**src/rtl/spi_pkg.sv**
```systemverilog
// Shared SPI definitions: spcon bit positions, slave FSM states and the decoded mode word.
// spi_master and spi_slave both import this package.
package spi_pkg;

  localparam int SPEN_B = 0;
  localparam int CPHA_B = 1;
  localparam int CPOL_B = 2;
  localparam int LSBF_B = 3;

  typedef enum logic {IDLE = 1'b0, XFER = 1'b1} slv_state_e;

  typedef struct packed {
    logic lsbf;
    logic cpol;
    logic cpha;
    logic spen;
  } spi_mode_t;

  function automatic spi_mode_t decode_spcon(input logic [3:0] ctl);
    spi_mode_t m;
    m.spen = ctl[SPEN_B];
    m.cpha = ctl[CPHA_B];
    m.cpol = ctl[CPOL_B];
    m.lsbf = ctl[LSBF_B];
    return m;
  endfunction

endpackage

```
**src/rtl/spi_in_sync.sv**
```systemverilog
// Brings sck/ssn/mosi into the clk domain and derives one-clk edge pulses
// from the synchronised sck and ssn against one further registered copy.
module spi_in_sync #(
  parameter int SYNC_STAGES = 2
) (
  input  logic clk,
  input  logic rst_n,
  input  logic sck,
  input  logic ssn,
  input  logic mosi,
  output logic mosi_s,
  output logic sck_rise,
  output logic sck_fall,
  output logic ssn_rise,
  output logic ssn_fall
);

  logic [SYNC_STAGES-1:0] sck_q, ssn_q, mosi_q;
  logic sck_s, ssn_s, sck_d, ssn_d;

  // ssn resets low so a select still held low when reset releases
  // does not look like a fresh falling edge.
  always_ff @(posedge clk or negedge rst_n) begin
    if (!rst_n) begin
      sck_q  <= '0;
      ssn_q  <= '0;
      mosi_q <= '0;
      sck_d  <= 1'b0;
      ssn_d  <= 1'b0;
    end else begin
      sck_q  <= {sck_q[SYNC_STAGES-2:0], sck};
      ssn_q  <= {ssn_q[SYNC_STAGES-2:0], ssn};
      mosi_q <= {mosi_q[SYNC_STAGES-2:0], mosi};
      sck_d  <= sck_s;
      ssn_d  <= ssn_s;
    end
  end

  assign sck_s    = sck_q[SYNC_STAGES-1];
  assign ssn_s    = ssn_q[SYNC_STAGES-1];
  assign mosi_s   = mosi_q[SYNC_STAGES-1];
  assign sck_rise =  sck_s & ~sck_d;
  assign sck_fall = ~sck_s &  sck_d;
  assign ssn_rise =  ssn_s & ~ssn_d;
  assign ssn_fall = ~ssn_s &  ssn_d;

endmodule

```
**src/rtl/spi_slave.sv**
```systemverilog
// SPI target: oversampled sck/ssn/mosi, all four CPOL/CPHA modes, byte framing
// with back-to-back bytes while ssn stays low.
module spi_slave
  import spi_pkg::*;
#(
  parameter int DW          = 8,
  parameter int SYNC_STAGES = 2
) (
  input  logic          clk,
  input  logic          rst_n,
  input  logic [7:0]    spcon,
  input  logic [DW-1:0] data_s,
  output logic [DW-1:0] data_r_s,
  output logic          rx_done,
  output logic          busy,
  input  logic          sck,
  input  logic          ssn,
  input  logic          mosi,
  output logic          miso,
  output logic          miso_oe
);

  localparam int CW = (DW > 1) ? $clog2(DW) : 1;

  slv_state_e    state, state_nxt;
  spi_mode_t     mode_q;
  logic [DW-1:0] tx_shift, rx_shift, rx_nxt;
  logic [CW-1:0] bit_cnt;
  logic          mosi_s, sck_rise, sck_fall, ssn_rise, ssn_fall;
  logic          lead, trail, start, stop, sample, shift, byte_done;
  logic          unused_spcon, unused_spen;

  assign unused_spcon = ^spcon[7:4];
  assign unused_spen  = mode_q.spen;

  spi_in_sync #(.SYNC_STAGES(SYNC_STAGES)) u_sync (
    .clk      (clk),
    .rst_n    (rst_n),
    .sck      (sck),
    .ssn      (ssn),
    .mosi     (mosi),
    .mosi_s   (mosi_s),
    .sck_rise (sck_rise),
    .sck_fall (sck_fall),
    .ssn_rise (ssn_rise),
    .ssn_fall (ssn_fall)
  );

  function automatic logic tx_bit(input logic [DW-1:0] v, input logic lsbf);
    return lsbf ? v[0] : v[DW-1];
  endfunction

  function automatic logic [DW-1:0] tx_adv(input logic [DW-1:0] v, input logic lsbf);
    return lsbf ? (v >> 1) : (v << 1);
  endfunction

  // Leading edge leaves the CPOL idle level.
  assign lead  = mode_q.cpol ? sck_fall : sck_rise;
  assign trail = mode_q.cpol ? sck_rise : sck_fall;

  always_ff @(posedge clk or negedge rst_n) begin
    if (!rst_n) state <= IDLE;
    else        state <= state_nxt;
  end

  // ssn rising wins over a coincident sample edge.
  always_comb begin
    state_nxt = state;
    start     = 1'b0;
    stop      = 1'b0;
    sample    = 1'b0;
    shift     = 1'b0;
    unique case (state)
      IDLE: if (ssn_fall && spcon[SPEN_B]) begin
        state_nxt = XFER;
        start     = 1'b1;
      end
      XFER: if (ssn_rise) begin
        state_nxt = IDLE;
        stop      = 1'b1;
      end else begin
        sample = mode_q.cpha ? trail : lead;
        shift  = mode_q.cpha ? lead  : trail;
      end
      default: state_nxt = IDLE;
    endcase
  end

  assign rx_nxt    = mode_q.lsbf ? {mosi_s, rx_shift[DW-1:1]} : {rx_shift[DW-2:0], mosi_s};
  assign byte_done = sample && (bit_cnt == CW'(DW-1));

  always_ff @(posedge clk or negedge rst_n) begin
    if (!rst_n) begin
      mode_q   <= '0;
      tx_shift <= '0;
      rx_shift <= '0;
      bit_cnt  <= '0;
      data_r_s <= '0;
      rx_done  <= 1'b0;
      miso     <= 1'b0;
    end else begin
      rx_done <= 1'b0;
      if (start) begin
        mode_q   <= decode_spcon(spcon[3:0]);
        bit_cnt  <= '0;
        rx_shift <= '0;
        // CPHA=0 has no leading shift edge for bit 0, so present it now
        // and leave the first trailing edge to drive bit 1.
        if (spcon[CPHA_B]) begin
          tx_shift <= data_s;
          miso     <= 1'b0;
        end else begin
          tx_shift <= tx_adv(data_s, spcon[LSBF_B]);
          miso     <= tx_bit(data_s, spcon[LSBF_B]);
        end
      end else if (stop) begin
        bit_cnt <= '0;
        miso    <= 1'b0;
      end else if (sample) begin
        rx_shift <= rx_nxt;
        if (byte_done) begin
          bit_cnt  <= '0;
          data_r_s <= rx_nxt;
          rx_done  <= 1'b1;
          tx_shift <= data_s;
        end else begin
          bit_cnt <= bit_cnt + CW'(1);
        end
      end else if (shift) begin
        miso     <= tx_bit(tx_shift, mode_q.lsbf);
        tx_shift <= tx_adv(tx_shift, mode_q.lsbf);
      end
    end
  end

  assign busy    = (state == XFER);
  assign miso_oe = (state == XFER);

endmodule

```
**config.mk**
```make
export PLATFORM = sky130hd
export DESIGN_NAME = spi_slave
export DESIGN_NICKNAME = d
export VERILOG_FILES = /design/src/rtl/spi_pkg.sv /design/src/rtl/spi_in_sync.sv /design/src/rtl/spi_slave.sv
export SDC_FILE = /design/constraint.sdc
export NUM_CORES = 1
export LEC_CHECK = 0
export CORE_MARGIN = 3
export CORE_UTILIZATION = 25
export CTS_BUF_LIST = sky130_fd_sc_hd__clkbuf_4 sky130_fd_sc_hd__clkbuf_8
export CTS_CLUSTER_DIAMETER = 30
export DETAILED_ROUTE_END_ITERATION = 10
export PLACE_DENSITY = 0.42
export SLEW_MARGIN = 20
export SYNTH_ARGS = -nofsm -noshare
export SYNTH_HDL_FRONTEND = slang
export SYNTH_SLANG_ARGS = --single-unit
export TNS_END_PERCENT = 10
```
**constraint.sdc**
```tcl
create_clock -name clk -period 1.8 [get_ports clk]
set_input_delay 0.36 -clock clk [delete_from_list [all_inputs] [get_ports clk]]
set_output_delay 0.36 -clock clk [all_outputs]
set_load 0.02 [all_outputs]
```
==> results of run 1 <==
[worst max-delay path: stages, from the launching register on]
cell     delay (ps)
dfrtp_1         410
xnor2_2         210
mux2_4          350
and2_4          210
nand3_4         130
mux2_2          350
[sequential cells by signal (all words and copies together) (netlist names), 2 cells and up]
register and count:
data_r_s 8, rx_shift 8, tx_shift 8, bit_cnt 3, mode_q 3, u_sync.mosi_q 2, u_sync.sck_q 2, u_sync.ssn_q 2
[placed cells by master (no fill, tap or decap), drive strengths merged, types with 2 or more instances in the layout]
cell	netlist	layout
a2111oi	2	2
nand3	5	6
nor2b	3	3
and2	2	2
a22oi	6	6
o21ai	17	17
inv	4	4
nor2	11	11
a211oi	2	2
dlymetal6s2s	0	2
clkdlybuf4s50	0	25
mux2	23	23
nor3	2	2
nand2	47	47
a21oi	7	7
clkbuf	7	7
dfrtp	41	41
ha	2	2
buf	7	25
a31oi	7	7
mux2i	9	9
[cells by family after synthesis]
group	Yosys count
buffers and inverters	18
DFF	41
xor gates and xnor gates	1
adders and majority gates	2
and+or+nand+nor	75
AOI/OAI and AO/OA	47
muxes	32
[metal layers]
layer  GRT usage (%)  vias to the layer above  wire length (um)
met5               0                        -                 0
met4            3.15                        0                67
li1                -                      852                 -
met1            15.0                      831              2520
met3            2.81                        5               123
met2            17.5                       17              2370
[final cells by class]
cell class | count | area [um2] | area share [%]
multi-input cells | 158 | 1100 | 38.0
flip-flops and latches | 41 | 1030 | 35.5
repair buffers | 52 | 502 | 17.3
well taps | 105 | 131 | 4.54
clock buffers | 7 | 90.1 | 3.11
clock inverters | 1 | 30.0 | 1.04
inverters | 4 | 15.0 | 0.519
[report_power, final]
group | internal, mW | switching [mW]
clock network | 0.468 | 0.324
logic | 0.492 | 0.415
registers | 1.09 | 0.141
[final timing paths]
check | slack (ps) | start | depth (start not counted) | end
hold / removal | 3 | rst_n | 1 | rx_done$_DFF_PN0_
min in group clk | 350 | u_sync.ssn_q[0]$_DFF_PN0_ | 0 | u_sync.ssn_q[1]$_DFF_PN0_
setup reg to reg | 30 | mode_q[1]$_DFFE_PN0P_ | 5 | data_r_s[3]$_DFFE_PN0P_
max in group asynchronous | 1300 | rst_n | 2 | u_sync.sck_q[0]$_DFF_PN0_
hold reg to reg | 350 | u_sync.ssn_q[0]$_DFF_PN0_ | 0 | u_sync.ssn_q[1]$_DFF_PN0_
setup / recovery | 30 | mode_q[1]$_DFFE_PN0P_ | 5 | data_r_s[3]$_DFFE_PN0P_
[timing repair]
action                     CTS  global route
pin swaps                    2             2
setup endpoints to repair   12            17
buffers inserted             1             0
gates cloned                 1             0
gates resized for setup      1            11
==> out/results.txt, run 1 <==
Data on the critical path arrives at its endpoint at 1950 ps. Iteration count of the initial detailed-routing pass: 4. The number of sinks handled by clock tree synthesis is 41, and the area fraction of the dominant cell type after synthesis is 47.2%. Entering global routing, the biggest net connects 25 pins. The post-route minimum period is 1770 ps, and the post-route standard cell area excluding fillers is 2890 um2. The worst setup path is captured at a register. The worst pin sits at a relative slew slack of 68.6%. After synthesis the netlist holds a flip-flop and latch count of 41. Counting tap cells, the placed design contains a total of 358 instances.

The vias per cell is 4.63. Count of H-tree levels built during CTS: 2. The cell row count is 33. Compared with the post-synthesis result, the final layout area differs by 33.2%.

Setup repair after global routing could not meet its margin everywhere. STA classifies the critical path startpoint as a register. The run gives 28.2 ps as the worst setup slack after layout. The width of the die came out at 99.2 um.

Dividing total power by cell area gives a power density of 1010 nW/um2. Each instance of the synthesized netlist takes up on average 10.1 um2. VDD sags by at most 0.359 mV. The count of cells in the finished layout, fillers not included, comes to 368. The number of nets handed over by synthesis was 239.

The total overflow left after global routing is 0. The run finished with clean final reports. The final layout contains routed wiring with a total length of 5.08 mm. Sorting the synthesized cells by how often they occur yields 47 x nand2_1, 41 x dfrtp_1, 22 x mux2_2, 17 x o21ai_0, 11 x nor2_1.

TritonCTS built the clock tree. Based on the critical path, the design can be clocked at up to 0.564 GHz. In the final timing run, aggregate negative setup slack is 0 ps. For the top-level I/O count, the log shows 33. In the synthesized netlist the dominant register cell turns out to be dfrtp_1. The fraction of the mapped netlist area in adder cells was 1.15%; the count of synthesis-stage warnings from yosys was 0. The number of synthesized flops with an enable pin is 0. Measured against the total synthesized area, the mux share comes to 16.2%.

Buffer levels on the longest clock path: 2. Of all cell types, the one taking the most synthesized area is dfrtp_1. The remaining antenna violation count came out at 0.

The parity-gate share of the synthesized area counting xor and xnor cells came out at 0.749%. For the sequential element share of the synthesized area, the log shows 47.2%. The number of buffer cells added on primary ports was 28; the total count of max-transition violations in the final report was 0. Clock root buffer: clkbuf_8. Summed over all nets, the half-perimeter wirelength after detailed placement is 3.64 mm. Yosys mapped the design onto 37 distinct sky130hd cell types. Clock skew on the completed layout was measured at 4.67 ps. The critical setup path kind is reg2reg. The max-cap check violation count is 0, and the initial antenna violation count is 0. The tools report the core area as 8340 um2. The first global-routing pass estimated 8.74 mm of wire. After the last flow step, the layout net total stands at 285. Setup violations remaining at the end of the flow were counted as 0. The per-cell routed wire length was 13.8 um. Number of design-rule violations left by the first detailed-router iteration: 69. The cell area that synthesis handed to floorplanning was 2170 um2.

Measured on the finished design, the core utilization comes to 34.7%. The logs give 0 for the number of antenna cells inserted and 1756 for the number of global-route vias before repair. Yosys attributes the largest share of cell area to dfrtp_1 47%, mux2_2 11%, nand2_1 8.1%, mux2i_1 4.1%, o21ai_0 3.9%.

The congestion estimate from routability-driven global placement came to 0.742. Class of the tightest hold or removal check: in2async. The hold slack was 3.39 ps.

The initial core utilization came out at 26.0%. Proportion of layout cells with a drive suffix above 1: 25.9%. STA puts the critical path data required time at 1980 ps.

Measured along the y axis, the die boundary spans 99.2 um. Area enclosed by the die boundary: 9840 um2. After technology mapping, the gate count stands at 216. The final-report hold violation count came out at 0. For the pin with the worst max-slew slack, the measured transition is 467 ps.

After layout, the design draws a total of 2.93 mW. For the total track usage, the log shows 11.1%. The final clock period utilization by the worst path works out to 98.4%. Along the worst path, the maximum fanout reaches 5.

Summing all placed instances gives a cell area of 2710 um2. For this block, the via count after detailed routing is 1705. The number of clock buffers inserted by TritonCTS is 5, and the compound-gate portion of the synthesized area is 14.5%. After Yosys synthesis, and, or, nand and nor cells account for 15.6% of the synthesized area.

The share of flip-flops with an asynchronous set or reset works out to 100%. The post-placement setup slack is -91.1 ps, and the number of remaining DRC errors is 0. Yosys instantiated no cell more often than nand2_1. The filler cells instantiated in the layout total 858. Clock-pin slew was measured on the worst setup and hold paths at 80 ps.

By area, the combinational part of the netlist is dominated by multiplexers. The run gives 0 as the count of hold buffers inserted by post-cts repair. Clock latency on the worst-skew pair, taken at its later pin, is 290 ps. For this design the static power due to leakage is 1.28 nW.
Power figures use the tool's default switching activity.
==> run 2: changes to the inputs <==
--- a/config.mk
+++ b/config.mk
@@ -5,6 +5,7 @@
 export SDC_FILE = /design/constraint.sdc
 export NUM_CORES = 1
 export LEC_CHECK = 0
+export CORE_ASPECT_RATIO = 0.7
 export CORE_MARGIN = 3
 export CORE_UTILIZATION = 25
 export CTS_BUF_LIST = sky130_fd_sc_hd__clkbuf_4 sky130_fd_sc_hd__clkbuf_8
==> out/results.txt, run 2 (synthesis gave the netlist of run 1 again) <==
The flow ran to the end, but the final reports show violations. The final reports fail on hold timing. The logs give 0 (unchanged) for the count of endpoints failing setup in the final report and 29.2% (was 27.0%) for the clock network power share. The tools report the standby leakage power as 1.31 nW (was 1.28 nW).

The tools report the kind of start point of the critical path as a register (unchanged). The total track usage came out at 10.9% (was 11.1%). The height of the chip is 84.0 um (was 99.2 um), and the slew at the pin closest to its max-slew limit is 468 ps (was 467 ps). The vias per cell works out to 4.52 (was 4.63). The highest attainable clock frequency was 0.565 GHz (was 0.564 GHz). The run gives 3.79 mm (was 3.64 mm) as the HPWL reported at the end of detailed placement. The critical path's slowest cell was dfrtp_1 (unchanged). The tools report the share of total power in combinational logic as 30.7% (was 30.9%). Highest-count cells in the layout ignoring fill and taps: 47 x nand2_1, 41 x dfrtp_1, 25 x clkdlybuf4s50_1 (unchanged). The number of global-route vias before repair is 1641 (was 1756). The critical setup path kind is reg2reg (unchanged). The width of the die was 117 um (was 99.2 um). The insertion delay of the later-clocked pin in the worst-skew pair came out at 300 ps (was 290 ps). The sequential cell area was 1030 um2 (unchanged); the number of design-rule violations left by the first detailed-router iteration was 63 (was 69). The number of clock buffers inserted by TritonCTS is 5 (unchanged), and the post-route standard cell area excluding fillers is 2930 um2 (was 2890 um2).

The tools report the number of remaining DRC errors as 0 (unchanged). Setup repair after global routing could not meet its margin everywhere. The logs give 33 (unchanged) for the top-level I/O count and 26.7% (was 26.0%) for the initial core utilization. The number of antenna cells inserted is 0 (unchanged), and the per-cell routed wire length is 13.8 um (about the same). The logs give 921 uW (was 881 uW) for the net switching power of the design and 3.08 mW (was 2.93 mW) for the total design power. The switching power as a share of total power is 29.9% (was 30.0%), and the final clock period utilization by the worst path is 98.3% (was 98.4%).

The logs give 0.362 mV (was 0.359 mV) for the maximum resistive drop on vdd and 9860 um2 (was 9840 um2) for the area enclosed by the die boundary. The cell-internal power is 2.16 mW (was 2.05 mW). The proportion of layout cells with a drive suffix above 1 works out to 25.3% (was 25.9%). The relative slew slack is 68.0% (was 68.6%). The clock transition time at the flip-flop clock pins of the worst setup and hold paths is 80 ps (about the same), and the total count of max-transition violations in the final report is 0 (unchanged). TritonCTS built the clock tree. The logs give 25 (unchanged) for the pin count of the biggest net entering global routing and 0 (unchanged) for the initial antenna violation count. The element type at the critical path end is a register (unchanged).

The clock root buffer was clkbuf_8 (unchanged). Most common cell after layout, fill and taps aside: nand2_1 (unchanged). The number of vias in the routed layout is 1722 (was 1705). The filler cell count was 845 (was 858); the number of sinks handled by clock tree synthesis was 41 (unchanged).

The remaining antenna violation count came out at 0 (unchanged). The utilization after layout was 36.0% (was 34.7%). The data arrival time of the critical path was 1960 ps (was 1950 ps). The relative area change from synthesis to final layout was 35.0% (was 33.2%); the final estimated routing congestion in global placement was 0.723 (was 0.742).

Final-report hold violation count: 4 (was 0). The power density over the cells came out at 1050 nW/um2 (was 1010 nW/um2). The iteration count of the initial detailed-routing pass was 4 (unchanged). The class of the tightest hold or removal check was in2async (unchanged). The run gives 287 (was 285) as the layout net count. Worst-path cell chain: xnor2_2, mux2_4, and2_4, nand3_4, mux2_2 (unchanged). The number of buffer cells added on primary ports was 28 (unchanged). The multi-input combinational cell area was 1060 um2 (was 1100 um2); the global-route wire length before repair was 8.60 mm (was 8.74 mm). Leading registers by flop count: data_r_s: 8 flops, rx_shift: 8 flops, tx_shift: 8 flops (unchanged). The delay of the slowest cell on the worst path was 420 ps (was 410 ps). The run gives -4.44 ps (was 3.39 ps) as the hold slack. The run gives 2740 um2 (was 2710 um2) as the area after detailed placement. The routed wire length is 5.27 mm (was 5.08 mm), and the core area is 8140 um2 (was 8340 um2).

For the worst setup skew after layout, the log shows 4.58 ps (was 4.67 ps). The count of hold buffers inserted by post-cts repair was 0 (unchanged); the power share of the sequential group was 40.1% (was 42.1%). The cell row count was 27 (was 33); the max-cap check violation count was 0 (unchanged). Post-route minimum period: 1770 ps (about the same). The remaining global-route overflow was 0 (unchanged).

The largest fanout on the critical path is 9 (was 5), and the count of H-tree levels built during CTS is 2 (unchanged). The run gives 1990 ps (was 1980 ps) as the data required time of the worst path. The buffer levels on the longest clock path was 2 (unchanged).
run 2: power groups by stage:
stage / clock network, mW / registers (mW) / logic (mW)
floorplan: 0 / 1.23 / 0.582
global placement: 0 / 1.25 / 0.906
detailed placement: 0 / 1.26 / 0.907
CTS: 0.925 / 1.24 / 0.911
global route: 0.966 / 1.27 / 1.05
finish: 0.900 / 1.24 / 0.948
run 2: per-layer routing:
metal / global-route usage, % / part of all wire [%] / vias up
met3: 2.71 / 3.0 / 6
met5: 0 / 0 / -
met1: 16.8 / 56 / 840
met2: 14.6 / 40 / 22
met4: 3.51 / 0.85 / 0
li1: - / - / 854
run 2: timing repair:
action                                  in CTS  in global routing
pin swaps                                    1                  4
cloned                                       0                  1
gates resized for setup                      0                  5
endpoints found under the setup margin      11                 18
buffers inserted                             0                  2
run 2: critical path: cells and delay by family (launching register included):
family,cells,cell delay (ps)
and+or+nand+nor,2,340
DFF,1,420
xor gates and xnor gates,1,210
muxes,2,690
run 2: metrics by stage:
| stage | setup WS, ps | instances | setup TNS (ps) |
|---|---|---|---|
| after CTS | 8.33 | 378 | 0 |
| after detailed placement | -70.6 | 370 | -793 |
| after floorplan | -24.9 | 216 | -200 |
| after global routing | -77.2 | 381 | -740 |
| after global placement | -58.6 | 370 | -887 |
| final | 30.2 | 381 | 0 |
run 2: final timing paths:
check | start | to | slack (ps) | cells after the start
worst max-delay path | mode_q[1]$_DFFE_PN0P_ | data_r_s[5]$_DFFE_PN0P_ | 30 | 5
worst min-delay path | rst_n | tx_shift[3]$_DFFE_PN0P_ | -4 | 1
worst max register to register | mode_q[1]$_DFFE_PN0P_ | data_r_s[5]$_DFFE_PN0P_ | 30 | 5
worst min register to register | u_sync.ssn_q[0]$_DFF_PN0_ | u_sync.ssn_q[1]$_DFF_PN0_ | 350 | 0
max in group asynchronous | rst_n | u_sync.ssn_d$_DFF_PN0_ | 1320 | 2
min in group clk | u_sync.ssn_q[0]$_DFF_PN0_ | u_sync.ssn_q[1]$_DFF_PN0_ | 350 | 0
run 2: layout make-up:
type / instances / area share (%)
well taps: 116 / 4.95
multi-input cells: 157 / 36.2
clock buffers: 5 / 2.35
clock inverters: 3 / 2.22
inverters: 4 / 0.512
repair buffers: 55 / 18.8
flip-flops and latches: 41 / 35.0
